## config.mk

```make
export PLATFORM = sky130hd
export DESIGN_NAME = mmio_uart_tx
export DESIGN_NICKNAME = d
export VERILOG_FILES = /design/src/rtl/uart_pkg.sv /design/src/rtl/sync_fifo.sv /design/src/rtl/mmio_uart_tx.sv
export SDC_FILE = /design/constraint.sdc
export NUM_CORES = 1
export LEC_CHECK = 0
export BUFFER_PORTS_ARGS = -buffer_cell sky130_fd_sc_hd__buf_2
export CAP_MARGIN = 20
export CELL_PAD_IN_SITES_DETAIL_PLACEMENT = 0
export CELL_PAD_IN_SITES_GLOBAL_PLACEMENT = 2
export CORE_UTILIZATION = 25
export CTS_BUF_LIST = sky130_fd_sc_hd__clkbuf_2
export CTS_CLUSTER_DIAMETER = 40
export DETAILED_ROUTE_END_ITERATION = 8
export HOLD_SLACK_MARGIN = 0.15
export PLACE_DENSITY = 0.56
export SYNTH_ARGS = -nofsm -noshare
export SYNTH_HDL_FRONTEND = slang
export SYNTH_SLANG_ARGS = --single-unit
```

## constraint.sdc

```tcl
create_clock -name i_clk -period 4.1 [get_ports i_clk]
set_input_delay 0.82 -clock i_clk [delete_from_list [all_inputs] [get_ports i_clk]]
set_output_delay 0.82 -clock i_clk [all_outputs]
set_load 0.03 [all_outputs]
```

## src/rtl/uart_pkg.sv

```systemverilog
// Shared types and register map for the MMIO UART.
// FSM states, register offsets and STATUS bit positions.
package uart_pkg;

  typedef enum logic [1:0] {
    IDLE,
    START,
    DATA,
    STOP
  } state_e;

  localparam logic TXDATA = 1'b0;
  localparam logic STATUS = 1'b1;

  localparam int ST_FULL  = 0;
  localparam int ST_EMPTY = 1;
  localparam int ST_BUSY  = 2;
  localparam int ST_OVF   = 3;

endpackage

```

## src/rtl/sync_fifo.sv

```systemverilog
// Single-clock FIFO with extra-MSB pointers.
// A pop frees a slot for a push in the same cycle.
module sync_fifo #(
  parameter int WIDTH = 8,
  parameter int DEPTH = 8
) (
  input  logic             clk_i,
  input  logic             rst_ni,
  input  logic             push_i,
  input  logic             pop_i,
  input  logic [WIDTH-1:0] wdata_i,
  output logic [WIDTH-1:0] rdata_o,
  output logic             full_o,
  output logic             empty_o
);

  localparam int AW = $clog2(DEPTH);
  localparam logic [AW:0] PTR_ONE = {{AW{1'b0}}, 1'b1};

  logic [AW:0]      wptr_q;
  logic [AW:0]      rptr_q;
  logic [WIDTH-1:0] mem_q [DEPTH];
  logic             do_push;
  logic             do_pop;

  assign full_o  = (wptr_q[AW] != rptr_q[AW]) &&
                   (wptr_q[AW-1:0] == rptr_q[AW-1:0]);
  assign empty_o = (wptr_q == rptr_q);
  assign do_pop  = pop_i && !empty_o;
  assign do_push = push_i && (!full_o || do_pop);
  assign rdata_o = mem_q[rptr_q[AW-1:0]];

  always_ff @(posedge clk_i or negedge rst_ni) begin
    if (!rst_ni) begin
      wptr_q <= '0;
      rptr_q <= '0;
      for (int i = 0; i < DEPTH; i++) begin
        mem_q[i] <= '0;
      end
    end else begin
      if (do_push) begin
        mem_q[wptr_q[AW-1:0]] <= wdata_i;
        wptr_q <= wptr_q + PTR_ONE;
      end
      if (do_pop) begin
        rptr_q <= rptr_q + PTR_ONE;
      end
    end
  end

endmodule

```

## src/rtl/mmio_uart_tx.sv

```systemverilog
// Memory-mapped 8N1 UART transmitter with TX FIFO
// and a STATUS register on the load path.
module mmio_uart_tx
  import uart_pkg::*;
#(
  parameter int CLK_DIV    = 868,
  parameter int FIFO_DEPTH = 8
) (
  input  logic        i_clk,
  input  logic        i_rst,
  input  logic        i_sel,
  input  logic        i_we,
  input  logic        i_re,
  input  logic        i_addr,
  input  logic [31:0] i_wdata,
  output logic [31:0] o_rdata,
  output logic        o_tx
);

  localparam int CW = $clog2(CLK_DIV);
  localparam logic [CW-1:0] CNT_LD  = CW'(CLK_DIV - 1);
  localparam logic [CW-1:0] CNT_ONE = CW'(1);

  state_e        state_q;
  logic [CW-1:0] cnt_q;
  logic [2:0]    idx_q;
  logic [7:0]    shift_q;
  logic          tx_q;
  logic          ovf_q;
  logic          ovf_d;
  logic [31:0]   rdata_q;
  logic [31:0]   status;
  logic          push;
  logic          pop;
  logic          full;
  logic          empty;
  logic          tick;
  logic          ovf_set;
  logic          ovf_clr;
  logic [7:0]    head;
  logic          unused_wdata;

  assign unused_wdata = ^i_wdata[31:8];

  assign push    = i_sel && i_we && (i_addr == TXDATA);
  assign ovf_clr = i_sel && i_we && (i_addr == STATUS) &&
                   i_wdata[ST_OVF];
  assign tick    = (cnt_q == '0);
  assign pop     = !empty &&
                   ((state_q == IDLE) || (state_q == STOP && tick));
  assign ovf_set = push && full && !pop;

  sync_fifo #(
    .WIDTH(8),
    .DEPTH(FIFO_DEPTH)
  ) u_fifo (
    .clk_i  (i_clk),
    .rst_ni (i_rst),
    .push_i (push),
    .pop_i  (pop),
    .wdata_i(i_wdata[7:0]),
    .rdata_o(head),
    .full_o (full),
    .empty_o(empty)
  );

  always_comb begin
    status           = '0;
    status[ST_FULL]  = full;
    status[ST_EMPTY] = empty;
    status[ST_BUSY]  = (state_q != IDLE);
    status[ST_OVF]   = ovf_q;
  end

  // A new overflow outranks a clear in the same cycle
  always_comb begin
    ovf_d = ovf_q;
    if (ovf_clr) ovf_d = 1'b0;
    if (ovf_set) ovf_d = 1'b1;
  end

  always_ff @(posedge i_clk or negedge i_rst) begin
    if (!i_rst) begin
      ovf_q   <= 1'b0;
      rdata_q <= '0;
    end else begin
      ovf_q <= ovf_d;
      if (i_sel && i_re) begin
        rdata_q <= (i_addr == STATUS) ? status : '0;
      end
    end
  end

  always_ff @(posedge i_clk or negedge i_rst) begin
    if (!i_rst) begin
      state_q <= IDLE;
      cnt_q   <= '0;
      idx_q   <= '0;
      shift_q <= '0;
      tx_q    <= 1'b1;
    end else begin
      unique case (state_q)
        IDLE: begin
          if (pop) begin
            shift_q <= head;
            cnt_q   <= CNT_LD;
            tx_q    <= 1'b0;
            state_q <= START;
          end
        end
        START: begin
          if (tick) begin
            cnt_q   <= CNT_LD;
            idx_q   <= '0;
            tx_q    <= shift_q[0];
            state_q <= DATA;
          end else begin
            cnt_q <= cnt_q - CNT_ONE;
          end
        end
        DATA: begin
          if (tick) begin
            cnt_q <= CNT_LD;
            if (idx_q == 3'd7) begin
              tx_q    <= 1'b1;
              state_q <= STOP;
            end else begin
              shift_q <= shift_q >> 1;
              tx_q    <= shift_q[1];
              idx_q   <= idx_q + 3'd1;
            end
          end else begin
            cnt_q <= cnt_q - CNT_ONE;
          end
        end
        STOP: begin
          if (tick) begin
            if (pop) begin
              shift_q <= head;
              cnt_q   <= CNT_LD;
              tx_q    <= 1'b0;
              state_q <= START;
            end else begin
              tx_q    <= 1'b1;
              state_q <= IDLE;
            end
          end else begin
            cnt_q <= cnt_q - CNT_ONE;
          end
        end
      endcase
    end
  end

  assign o_tx    = tx_q;
  assign o_rdata = rdata_q;

endmodule

```

# --- Yosys cells after proc, flatten, opt, wreduce, memory -nomap -nowiden ---
# Cells that the tools add are included.
word_totals:
  register_bits: 129
  inputBits: 38
  wordCells: 105
classes:
  addsub: 4
  n_lt_le_gt_ge: 3
  eq_ne: 13
  n_mux: 36
  n_bitwise: 3
  n_reduce_logical: 29
ops:
  columns: ["cell", "count"]
  rows:
  - ["64-bit bitwise mux", 1]
  - ["8-bit two-way mux", 7]
  - ["10-bit two-way mux", 3]
  - ["10-bit case mux with 3 select lines", 1]
  - ["8-bit binary-select mux with 3-bit select", 1]
  - ["8-bit demux with 3-bit select", 1]
  - ["8-bit case mux with 3 select lines", 1]
  - ["1-bit logical AND", 13]
  - ["2-bit != test (second input constant)", 6]
  - ["4-bit AND reduction", 3]
  - ["10-bit zero test", 1]
  - ["2-bit two-way mux", 5]
  - ["10-bit by 1-bit subtractor with 10-bit output (second input constant)", 1]
  - ["1-bit two-way mux", 9]
  - ["3-bit two-way mux", 3]
  - ["4-bit by 1-bit adder with 4-bit output (second input constant)", 2]
  - ["4-bit >= comparator (second input constant)", 2]
  - ["3-bit inverter with 4-bit output", 2]
  - ["2-bit case mux with 4 select lines", 1]
  - ["3-bit case mux with 2 select lines", 1]
  - ["2-bit nonzero test", 3]
  - ["5-bit AND reduction", 1]
  - ["2-bit equality test (second input constant)", 2]
  - ["4-bit equality test", 1]
  - ["14 further kinds", 17]

# --- Logic depth before layout (Yosys ltp) ---
depth:
  ltp_word: 7
  mapped_depth: 8
  mapped_depth_nobuf: 7

# --- Modules after synthesis ---
# Synthesis repeated with hierarchy kept, for this count alone.
hier_totals:
  hier_cells: 425
  area_unflattened_um2: 5557.8
by_module_without_submodules:
  columns: ["mod", "n_inst", "cells_per_inst", "area_each_um2", "seq_area_each_um2"]
  rows:
  - ["sync_fifo", 1, 215, 3522.1, 1801.7]
  - ["mmio_uart_tx", 1, 210, 2035.7, 726.9]

# --- Least setup slack after synthesis ---
# No wires, ideal clock.
synth_path:
  path_type: "in2reg"
  from: "input i_addr"
  to: "register u_fifo.mem_q[48] (netlist name)"
  t_arrival_ns: 2.316
  setup_slack_ns: 1.659
  stages: 5
  path_buffers: 2
  path_cell_list: "clkbuf_1 > or2_2 > buf_1 > nor4b_4 > mux2_2"
synth_between:
  elab_chain_cells: 3
synth_rtl:
  columns: ["element", "line", "source"]
  rows:
  - ["start, declared", "mmio_uart_tx.sv:14", "input logic i_addr,"]
  - ["1-bit inverter", "mmio_uart_tx.sv:45", "assign push = i_sel && i_we && (i_addr == TXDATA);"]
  - ["1-bit logical AND", "mmio_uart_tx.sv:45", null]
  - ["1-bit logical AND", "sync_fifo.sv:30", "assign do_push = push_i && (!full_o || do_pop);"]
  - ["end signal, assigned by index", "sync_fifo.sv:42", "mem_q[wptr_q[AW-1:0]] <= wdata_i;"]
  - ["end, declared", "sync_fifo.sv:22", "logic [WIDTH-1:0] mem_q [DEPTH];"]
# Every way passes these cells.
# A chain may end at the register's enable or synchronous reset.

# --- Worst setup path in the final report ---
layout_path:
  from: "register cnt_q[0]"
  to: "register u_fifo.mem_q[6] (netlist name)"
layout_between:
  elab_chain_cells: 7
layout_rtl:
  columns: ["element", "line", "source"]
  rows:
  - ["start, declared", "mmio_uart_tx.sv:25", "logic [CW-1:0] cnt_q;"]
  - ["start signal, assigned", "mmio_uart_tx.sv:118", "cnt_q <= cnt_q - CNT_ONE;"]
  - ["start signal, assigned", "mmio_uart_tx.sv:133", "cnt_q <= cnt_q - CNT_ONE;"]
  - ["start signal, assigned", "mmio_uart_tx.sv:148", "cnt_q <= cnt_q - CNT_ONE;"]
  - ["10-bit zero test", "mmio_uart_tx.sv:48", "assign tick = (cnt_q == '0);"]
  - ["1-bit logical AND", "mmio_uart_tx.sv:50", "((state_q == IDLE) || (state_q == STOP && tick));"]
  - ["1-bit logical OR", "mmio_uart_tx.sv:50", null]
  - ["1-bit logical AND", "mmio_uart_tx.sv:49", "assign pop = !empty &&"]
  - ["1-bit logical AND", "sync_fifo.sv:29", "assign do_pop = pop_i && !empty_o;"]
  - ["1-bit logical OR", "sync_fifo.sv:30", null]
  - ["1-bit logical AND", "sync_fifo.sv:30", null]
# Every way passes these cells.

==> results.py <==
metrics = {
    "outcome": {
        "status": "completed",
    },
    "synth": {
        "synth.ff_latch_count": 101,
        "netlist.top_cell.by_area": "sky130_fd_sc_hd__dfrtp_1",
        "synthTopCellsByArea": "sky130_fd_sc_hd__dfrtp_1 (47%), sky130_fd_sc_hd__mux2_2 (15%), sky130_fd_sc_hd__mux4_2 (6.8%), sky130_fd_sc_hd__buf_4 (4.0%), sky130_fd_sc_hd__ha_1 (2.4%)",
        "yosys.cell_types.count": 53,
        "synth_top_area_share": 0.472,
        "yosys_warnings": 0,
        "synth-edff-count": 0,
        "synth_cells": 417,
        "syn_area_per_cell_um2": 12.7,
        "portion_of_the_post_synthesis_area_used_by_sequential_elements": 0.477,
        "postSynth.asyncResetShare": 1.00,
        "most_instantiated_flip_flop_cell_in_the_synthesis_netlist": "sky130_fd_sc_hd__dfrtp_1",
        "syn-cell-area_mm2": 0.00530,
        "yosysMostFrequentCell": "sky130_fd_sc_hd__dfrtp_1",
        "yosys-top-cells-count": "sky130_fd_sc_hd__dfrtp_1 (100), sky130_fd_sc_hd__mux2_2 (71), sky130_fd_sc_hd__nand2_1 (29), sky130_fd_sc_hd__buf_4 (28), sky130_fd_sc_hd__o21ai_0 (20)",
    },
    "critical_path": {
        "worstReg2RegEnd": "u_fifo.mem_q[6]$_DFFE_PN0P_",
        "startpoint_type": "flip-flop",
        "timing.critical_path.slowest_stage_cell": "sky130_fd_sc_hd__nor4_4",
        "worst-path-stages": 7,
        "crit_arrival_ns": 3.55,
        "critical_path_buf_inv_count": 1,
        "critical_path_peak_fanout": 11,
        "critical_path.reg2reg.startpoint": "cnt_q[0]$_DFF_PN0_",
        "timing.critical_path.to": "u_fifo.mem_q[6]$_DFFE_PN0P_",
        "worstRegToRegCells": 7,
        "critPathCaptureType": "flip-flop",
        "cp_slowest_stage_delay_ns": 0.86,
        "r2r_setup_slack_ns": 1.08,
        "crit_start": "cnt_q[0]$_DFF_PN0_",
        "crit_chain": "inv_1 > ha_1 > nor4b_4 > a41o_1 > nor2_2 > nor4_4 > mux2_2",
        "worst_path_dominant_cell_family": "simple AND/OR/NAND/NOR gates",
        "cp.required_ns": 4.63,
        "worstSetupPathType": "flip-flop to flip-flop",
    },
    "routing": {
        "number_of_optimization_iterations_in_the_first_detailed_route_pass": 4,
        "wl_per_cell_um": 16.4,
        "routed_wl_um": 11600,
        "drc_errors": 0,
        "viasPerCell": 4.49,
        "drt.antenna.violating_nets": 0,
        "drt_iter0_markers": 146,
        "num_vias": 3183,
    },
    "power_and_ir_drop": {
        "pwr_density_cell_mw_per_mm2": 723,
        "proportion_of_power_drawn_by_flip_flops_and_latches": 0.415,
        "power_report.internal_total_w": 0.00243,
        "power.combinational.fraction": 0.465,
        "clock_power_share": 0.119,
        "psw_w": 0.00169,
        "swShare": 0.410,
        "vdd.ir_drop.worst_v": 0.000208,
        "p_total_w": 0.00412,
        "static_leakage_nw": 2.47,
    },
    "sta": {
        "worst-slew-pin-transition_ns": 0.954,
        "setup_violations": 0,
        "min_period_over_period": 0.737,
        "setup-tns-final_ns": 0,
        "report.final.slew_viol_count": 0,
        "rsz0062_at_grt": "false",
        "layout_min_cycle_time_ns": 3.02,
        "timing_hold_violations_final": 0,
        "fmax_mhz": 331,
        "timing.max_slew.rel_slack": 0.364,
        "fin_worst_skew_ns": 0.0384,
    },
    "grt": {
        "grt_remaining_overflow": 0,
        "first_global_vias": 3393,
        "grt_first_pass_wirelength_um": 19500,
        "track_usage": 0.117,
        "antenna_found_initial": 1,
        "grt_max_degree": 57,
    },
    "clock_tree": {
        "htreeDepth": 3,
        "cts_post_setup_buffers_inserted": 0,
        "cts_buffer_depth": 2,
        "cts.root.buffer_cell": "sky130_fd_sc_hd__clkbuf_2",
        "postCtsHoldBufs": 0,
        "ctsResizeCount": 0,
        "numClockSinks": 101,
        "cts_tree": "yes",
        "clkSlewWorstSetupHoldPaths_ns": 0.33,
        "cts-buffers-inserted": 9,
        "clock_latency_ns": 0.62,
    },
    "flow_run": {
        "maximum_capacitance_violations": 0,
    },
    "layout": {
        "final-instance-count-excl-fill": 709,
        "area_growth_syn_to_layout_pct": 7.51,
        "core_util_final": 0.278,
        "final_area_mm2": 0.00570,
        "finish.net_count": 480,
        "drive_gt1_frac": 0.318,
    },
    "die": {
        "initial_utilization": 0.258,
        "floorplan_die_area_mm2": 0.0218,
        "die_height_um": 148,
        "die_w_um": 148,
        "io_pins": 71,
        "placementRows": 52,
        "core_area_mm2": 0.0205,
    },
    "placement": {
        "port_buffers": 18,
        "place_area_mm2": 0.00558,
        "detailed_place_hpwl_um": 7650,
        "placed_cells_incl_taps": 691,
        "finalWeightedCongestion": 0.704,
    },
    "hold_path": {
        "worstHoldPathType": "input pin to asynchronous set/reset pin",
    },
}
registers in the layout (all words and copies together) (netlist names), 2 cells and up:
name           flops
idx_q              3
u_fifo.wptr_q      4
cnt_q             10
u_fifo.mem_q      64
o_rdata            4
u_fifo.rptr_q      4
state_q            2
shift_q            8
area by class of cell:
type | instances | area [µm²]
antenna | 2 | 5.00
clock buffer | 9 | 45.0
clock inverter | 7 | 68.8
fill | 2169 | 14800
inverter | 8 | 30.0
multi-input combinational | 290 | 2560
sequential | 101 | 2530
tap | 270 | 338
timing repair buffer | 22 | 123
routing by layer:
layer	vias to the layer above	GRT usage	routed length (µm)
met3	10	0.0259	320
met1	1620	0.151	5430
met5	-	0	0
li1	1509	-	-
met4	0	0.0366	150
met2	44	0.196	5710
how the worst min path moves through the flow:
stage / end / slack [ns] / cells past startpoint
final: cnt_q[0]$_DFF_PN0_ / 0.21 / 1
after global routing: cnt_q[0]$_DFF_PN0_ / 0.17 / 1
after CTS: cnt_q[0]$_DFF_PN0_ / 0.17 / 1
after detailed placement: o_tx$_DFFE_PN1P_ / 0.46 / 2
after global placement: o_tx$_DFFE_PN1P_ / 0.46 / 2
after floorplan: u_fifo.mem_q[27]$_DFFE_PN0P_ / 0.45 / 1
through the flow:
step	hold slack, ns	worst slack (ns)
floorplan	0.452	1.66
CTS	0.165	1.01
global placement	0.462	1.11
finish	0.207	1.08
detailed placement	0.463	1.07
global route	0.168	0.873
cells in the final DEF (no fill, tap or decap), types with 3 or more instances in the layout:
| master | instances |
|---|---|
| sky130_fd_sc_hd__a21o_1 | 3 |
| sky130_fd_sc_hd__a21oi_1 | 9 |
| sky130_fd_sc_hd__a31oi_1 | 3 |
| sky130_fd_sc_hd__buf_2 | 17 |
| sky130_fd_sc_hd__buf_4 | 5 |
| sky130_fd_sc_hd__clkbuf_2 | 9 |
| sky130_fd_sc_hd__conb_1 | 28 |
| sky130_fd_sc_hd__dfrtp_1 | 100 |
| sky130_fd_sc_hd__ha_1 | 10 |
| sky130_fd_sc_hd__inv_1 | 8 |
| sky130_fd_sc_hd__mux2_1 | 3 |
| sky130_fd_sc_hd__mux2_2 | 71 |
| sky130_fd_sc_hd__mux2i_1 | 8 |
| sky130_fd_sc_hd__mux4_2 | 16 |
| sky130_fd_sc_hd__nand2_1 | 29 |
| sky130_fd_sc_hd__nand2b_1 | 5 |
| sky130_fd_sc_hd__nand3_1 | 7 |
| sky130_fd_sc_hd__nor2_1 | 10 |
| sky130_fd_sc_hd__nor3_1 | 7 |
| sky130_fd_sc_hd__nor4_1 | 3 |
| sky130_fd_sc_hd__nor4_4 | 4 |
| sky130_fd_sc_hd__nor4b_4 | 5 |
| sky130_fd_sc_hd__o21ai_0 | 20 |
| sky130_fd_sc_hd__o22a_1 | 5 |
| sky130_fd_sc_hd__o31ai_1 | 3 |
| sky130_fd_sc_hd__or3_1 | 4 |
| sky130_fd_sc_hd__xnor2_1 | 6 |
| sky130_fd_sc_hd__xor2_1 | 5 |
logic make-up after synthesis:
kind of cell    share of synthesized area
compound gates                     0.0687
other cells                      0.000708
mux                                 0.240
buf+inv                            0.0595
fa+ha+maj                          0.0236
simple gates                        0.111
flops                               0.477
xor+xnor                           0.0182
power by group through the flow:
stage	Clock [W]	Sequential (W)	Combinational [W]
after global placement	0	0.00172	0.00191
after CTS	0.000528	0.00172	0.00196
after floorplan	0	0.00165	0.00158
after detailed placement	0	0.00174	0.00195
after global routing	0.000561	0.00178	0.00215
final	0.000491	0.00171	0.00192
(Power assumes the default switching activity.)
